$ cat src/rtl/pwm_gate_driver.sv
// Complementary PWM gate driver with dead time, shadow-registered duty, soft-start and latched trip.
// Optional build macro TRIP_CNT_EN enables the saturating RUN->TRIP event counter on trip_count.
module pwm_gate_driver #(
  parameter int DEAD_TIME  = 4,
  parameter int SS_PERIODS = 2
) (
  input  logic       clk,
  input  logic       rst_n,
  input  logic       ena,
  input  logic [7:0] duty_in,
  input  logic       duty_valid,
  output logic       duty_ready,
  input  logic       fault_in,
  input  logic       fault_clr,
  output logic       gate_hi,
  output logic       gate_lo,
  output logic       fault,
  output logic       period_strobe,
  output logic [7:0] trip_count
);

  localparam logic [3:0]  DT_LAST = 4'(DEAD_TIME - 1);
  localparam logic [15:0] SS_LAST = 16'(SS_PERIODS - 1);

  typedef enum logic [1:0] {ST_LO, ST_DT_H, ST_HI, ST_DT_L} state_t;

  logic [7:0]  r_cnt;
  logic [7:0]  r_activeDuty;
  logic [7:0]  r_pending;
  logic        r_pendFull;
  logic [7:0]  r_ssLimit;
  logic [15:0] r_ssDiv;
  logic        r_fault;
  logic        r_periodStrobe;
  state_t      r_state;
  logic [3:0]  r_dtCnt;
  logic        r_gateHi;
  logic        r_gateLo;

  logic        w_wrap;
  logic        w_xfer;
  logic        w_tripSet;
  logic        w_tripClr;
  logic [7:0]  w_effDuty;
  logic        w_raw;
  state_t      w_stNext;
  logic [3:0]  w_dtNext;

  assign w_wrap    = ena && (r_cnt == 8'hFF);
  assign w_xfer    = duty_valid && !r_pendFull;
  assign w_tripSet = !r_fault && fault_in;
  assign w_tripClr = r_fault && fault_clr && !fault_in;
  assign w_effDuty = (r_activeDuty < r_ssLimit) ? r_activeDuty : r_ssLimit;
  assign w_raw     = (r_cnt < w_effDuty);

  always_ff @(posedge clk or negedge rst_n) begin
    if (!rst_n) begin
      r_cnt          <= 8'd0;
      r_periodStrobe <= 1'b0;
    end else begin
      if (ena) begin
        r_cnt <= r_cnt + 8'd1;
      end
      r_periodStrobe <= w_wrap;
    end
  end

  // Shadow register: a new command only reaches active_duty at the period wrap.
  always_ff @(posedge clk or negedge rst_n) begin
    if (!rst_n) begin
      r_activeDuty <= 8'd0;
      r_pending    <= 8'd0;
      r_pendFull   <= 1'b0;
    end else if (w_wrap && r_pendFull) begin
      r_activeDuty <= r_pending;
      r_pendFull   <= 1'b0;
    end else if (w_xfer) begin
      r_pending    <= duty_in;
      r_pendFull   <= 1'b1;
    end
  end

  always_ff @(posedge clk or negedge rst_n) begin
    if (!rst_n) begin
      r_fault <= 1'b0;
    end else if (w_tripSet) begin
      r_fault <= 1'b1;
    end else if (w_tripClr) begin
      r_fault <= 1'b0;
    end
  end

  // Soft-start is held at zero for the whole trip so it restarts cleanly on clear.
  always_ff @(posedge clk or negedge rst_n) begin
    if (!rst_n) begin
      r_ssLimit <= 8'd0;
      r_ssDiv   <= 16'd0;
    end else if (w_tripSet || r_fault) begin
      r_ssLimit <= 8'd0;
      r_ssDiv   <= 16'd0;
    end else if (w_wrap) begin
      if (r_ssDiv == SS_LAST) begin
        r_ssDiv <= 16'd0;
        if (r_ssLimit != 8'hFF) begin
          r_ssLimit <= r_ssLimit + 8'd1;
        end
      end else begin
        r_ssDiv <= r_ssDiv + 16'd1;
      end
    end
  end

  always_ff @(posedge clk or negedge rst_n) begin
    if (!rst_n) begin
      r_state  <= ST_DT_L;
      r_dtCnt  <= 4'd0;
      r_gateHi <= 1'b0;
      r_gateLo <= 1'b0;
    end else begin
      r_state  <= w_stNext;
      r_dtCnt  <= w_dtNext;
      r_gateHi <= (w_stNext == ST_HI);
      r_gateLo <= (w_stNext == ST_LO);
    end
  end

  // Gates come from the next state so a trip or disable clears them on the very next edge.
  always_comb begin
    w_stNext = r_state;
    w_dtNext = r_dtCnt;
    if (!ena || w_tripSet || r_fault) begin
      w_stNext = ST_DT_L;
      w_dtNext = 4'd0;
    end else begin
      case (r_state)
        ST_LO: begin
          if (w_raw) begin
            w_stNext = ST_DT_H;
            w_dtNext = 4'd0;
          end
        end
        ST_DT_H: begin
          if (!w_raw) begin
            w_stNext = ST_LO;
            w_dtNext = 4'd0;
          end else if (r_dtCnt == DT_LAST) begin
            w_stNext = ST_HI;
            w_dtNext = 4'd0;
          end else begin
            w_dtNext = r_dtCnt + 4'd1;
          end
        end
        ST_HI: begin
          if (!w_raw) begin
            w_stNext = ST_DT_L;
            w_dtNext = 4'd0;
          end
        end
        ST_DT_L: begin
          if (w_raw) begin
            w_stNext = ST_HI;
            w_dtNext = 4'd0;
          end else if (r_dtCnt == DT_LAST) begin
            w_stNext = ST_LO;
            w_dtNext = 4'd0;
          end else begin
            w_dtNext = r_dtCnt + 4'd1;
          end
        end
        default: begin
          w_stNext = ST_DT_L;
          w_dtNext = 4'd0;
        end
      endcase
    end
  end

`ifdef TRIP_CNT_EN
  logic [7:0] r_tripCount;

  always_ff @(posedge clk or negedge rst_n) begin
    if (!rst_n) begin
      r_tripCount <= 8'd0;
    end else if (w_tripSet && (r_tripCount != 8'hFF)) begin
      r_tripCount <= r_tripCount + 8'd1;
    end
  end

  assign trip_count = r_tripCount;
`else
  assign trip_count = 8'd0;
`endif

  assign duty_ready    = !r_pendFull;
  assign gate_hi       = r_gateHi;
  assign gate_lo       = r_gateLo;
  assign fault         = r_fault;
  assign period_strobe = r_periodStrobe;

endmodule

$ cat config.mk
export PLATFORM = sky130hd
export DESIGN_NAME = pwm_gate_driver
export DESIGN_NICKNAME = d
export VERILOG_FILES = /design/src/rtl/pwm_gate_driver.sv
export SDC_FILE = /design/constraint.sdc
export NUM_CORES = 1
export LEC_CHECK = 0
export ABC_AREA = 1
export CAP_MARGIN = 15
export CORE_MARGIN = 10
export CORE_UTILIZATION = 35
export CTS_CLUSTER_SIZE = 40
export DETAILED_ROUTE_END_ITERATION = 8
export GPL_ROUTABILITY_DRIVEN = 0
export PLACE_DENSITY = 0.52
export REMOVE_ABC_BUFFERS = 1
export SYNTH_ARGS = -nofsm -noshare
export SYNTH_HDL_FRONTEND = slang
export SYNTH_SLANG_ARGS = --single-unit
export TNS_END_PERCENT = 5
$ cat constraint.sdc
create_clock -name clk -period 3.7 [get_ports clk]
set_input_delay 1.11 -clock clk [delete_from_list [all_inputs] [get_ports clk]]
set_output_delay 1.11 -clock clk [all_outputs]
set_load 0.05 [all_outputs]
==> flow_metrics.py <==
metrics = {
    "outcome": {
        "status": "completed",
    },
    "timing": {
        "period_needed_ps": 3110,
        "setup_tns_ps": 0,
        "rsz0062_at_grt": "no",
        "slew_violations": 0,
        "finalSetupViolations": 0,
        "skew_ps": 8.80,
        "fmax_mhz": 322,
        "worst_slew_pin_slew_ps": 955,
        "hold_slack_ps": 471,
        "hold_viol": 0,
        "max_slew_margin_pct": 36.3,
        "period_share_pct": 84.0,
        "finalWorstSetupSlack_ps": 591,
    },
    "cts": {
        "clk_pin_slew_ps": 70,
        "clock_latency_ps": 350,
        "ctsHoldBuffers": 0,
        "cts-buffers-inserted": 9,
        "tritoncts": "built",
        "clock-sinks": 59,
        "htreeDepth": 3,
        "clockBufferDepth": 2,
        "clockRootBuffer": "clkbuf_8",
        "cts_resized": 0,
        "postCtsSetupBuffers": 0,
    },
    "drt": {
        "vias": 2533,
        "wl_per_cell_um": 12.3,
        "routed_wl_um": 6460,
        "ant_nets": 0,
        "drt_pass1_iterations": 4,
        "detail_route.vias_per_cell": 4.81,
        "drc": 0,
        "drt_iter0_drc": 169,
    },
    "setup_path": {
        "startpoint_type": "flip-flop",
        "r2r_slack_ps": 590,
        "end_kind": "flip-flop",
        "crit_arrival_ps": 3390,
        "path_class": "flip-flop to flip-flop",
        "crit_family": "compound AO/OA/AOI/OAI gates",
        "cp_slowest_cell": "a211oi_1",
        "crit_buf_inv": 1,
        "crit_path_max_fanout": 15,
        "crit_path_frequent_cell": "nand2_1",
        "critPathMaxStageDelay_ps": 390,
        "worstPathRequired_ps": 3980,
        "path_cells": "inv_1 > ha_1 > a21oi_1 > o21a_1 > nand2_1 > o21ai_0 > ha_1 > a21oi_1 > nor2_1 > a211oi_1 > nand2_1 > nand2_1 > nand4_1 > nand2_1",
    },
    "final_layout": {
        "utilization_pct": 41.4,
        "insertedDiodeCount": 0,
        "fin_nets": 444,
        "fillers": 921,
        "seq_area_um2": 1480,
        "finalNonFillerCells": 527,
        "multi_input_area_um2": 1550,
        "finish.instance_area_um2": 3810,
        "drive_gt1_share_pct": 12.5,
        "synthToLayoutAreaGrowth_pct": 16.1,
    },
    "yosys": {
        "syn_inst": 381,
        "synthDistinctLibCells": 41,
        "synth_warnings": 0,
        "syn_avg_cell_area_um2": 8.61,
        "ys_ff_latch": 59,
        "synth_edf_count": 0,
        "netlist_area_um2": 3280,
        "synthArstFlopShare_pct": 100,
        "synth.area.top_cells": "dfrtp_1, nand2_1, ha_1, inv_1, a21oi_1",
        "seq_area_frac_synth_pct": 45.1,
        "synth.most_common_cell": "nand2_1",
        "ys.flop_type": "dfrtp_1",
        "synth_area_leader_cell": "dfrtp_1",
        "yosysTopAreaCellShare_pct": 43.5,
        "synth_commonest_cells": "nand2_1, dfrtp_1, inv_1",
    },
    "power": {
        "p_leak_nw": 1.83,
        "cellPowerDensity_nw_per_um2": 502,
        "irDropWorstVdd_uv": 207,
        "total_power_mw": 1.91,
    },
    "floorplanning": {
        "start_util_pct": 35.7,
        "io_pins": 27,
        "rows": 35,
        "fp.coreArea_um2": 9200,
        "die_y_um": 117,
        "die_w_um": 117,
        "die-area_um2": 13700,
    },
    "placed_design": {
        "dp_hpwl_um": 4890,
        "pre_cts_slack_ps": 471,
        "dp.cells": 511,
        "io_buffers": 18,
        "dpl_cell_area_um2": 3580,
    },
    "global_routing": {
        "grt_pass1_vias": 2319,
        "grt_start_max_net_pins": 43,
        "antenna_found_initial": 0,
        "grt_pass1_wl_um": 10800,
        "grt_usage_pct": 10.0,
        "grt-ovfl-total": 0,
    },
    "hold_path": {
        "hold_class": "flip-flop to flip-flop",
    },
    "run": {
        "drv_cap": 0,
    },
}
[worst reg2reg max path, stage by stage, from the launching register on]
cell and delay, ps:
dfrtp_1 380, inv_1 160, ha_1 280, a21oi_1 160, o21a_1 140, nand2_1 240
o21ai_0 290, ha_1 280, a21oi_1 130, nor2_1 50, a211oi_1 390, nand2_1 190
nand2_1 170, nand4_1 90, nand2_1 80
[per-layer routing]
metal | part of all wire (%) | vias to the layer above | GRT usage (%)
met5 | 0 | - | 0
met4 | 1.7 | 0 | 4.70
met3 | 5.6 | 10 | 3.41
met2 | 44 | 58 | 15.0
met1 | 48 | 1153 | 12.8
li1 | - | 1312 | -
[placed cells by master, fill, tap and decap left out, drive strengths merged, types with 10 or more instances in the layout]
cell type,instances
nor2,30
dfrtp,57
nand3,22
o21ai,23
clkdlybuf4s50,17
a21oi,21
nor3,15
clkbuf,10
ha,19
nand4,12
inv,53
nand2,83
[layout make-up]
class,count,area share (%)
multi-input cells,264,40.7
flip-flops and latches,59,38.8
inverters,55,5.48
repair buffers,22,5.39
well taps,111,3.65
clock buffers,10,3.61
clock inverters,6,2.33
[path summary, 6_finish.rpt]
check,from,end,cells after the start
setup / recovery,r_ssLimit[5],r_dtCnt[3],14
hold / removal,r_pending[3],r_activeDuty[3],2
setup reg to reg,r_ssLimit[5],r_dtCnt[3],14
hold reg to reg,r_pending[3],r_activeDuty[3],2
max in group asynchronous,rst_n,r_pending[6],2
min in group asynchronous,rst_n,r_cnt[2],1
[power by group]
part	internal, mW	total [mW]	switching [mW]	leakage (nW)
Clock	0.397	0.675	0.278	0.108
Sequential	0.708	0.769	0.0609	0.779
Combinational	0.170	0.468	0.299	0.940
[flip-flops by register name (all words and copies together) (netlist names)]
register       cells
gate_lo            1
r_ssLimit          8
fault              1
gate_hi            1
r_dtCnt            4
r_cnt              8
r_pending          8
r_ssDiv           16
period_strobe      1
r_pendFull         1
r_state            2
r_activeDuty       8
[cells by family (layout without fill, tap and decap cells)]
| group | Yosys count | after routing | share of synthesized area [%] |
|---|---|---|---|
| simple gates | 167 | 167 | 25.2 |
| buf+inv | 65 | 93 | 8.46 |
| flops | 59 | 59 | 45.1 |
| compound gates | 54 | 54 | 9.00 |
| fa+ha+maj | 19 | 19 | 7.24 |
| xor+xnor | 8 | 8 | 2.14 |
| mux | 8 | 8 | 2.75 |
| other cells | 1 | 8 | 0.114 |
No activity file was read; power rests on OpenSTA's default activity.
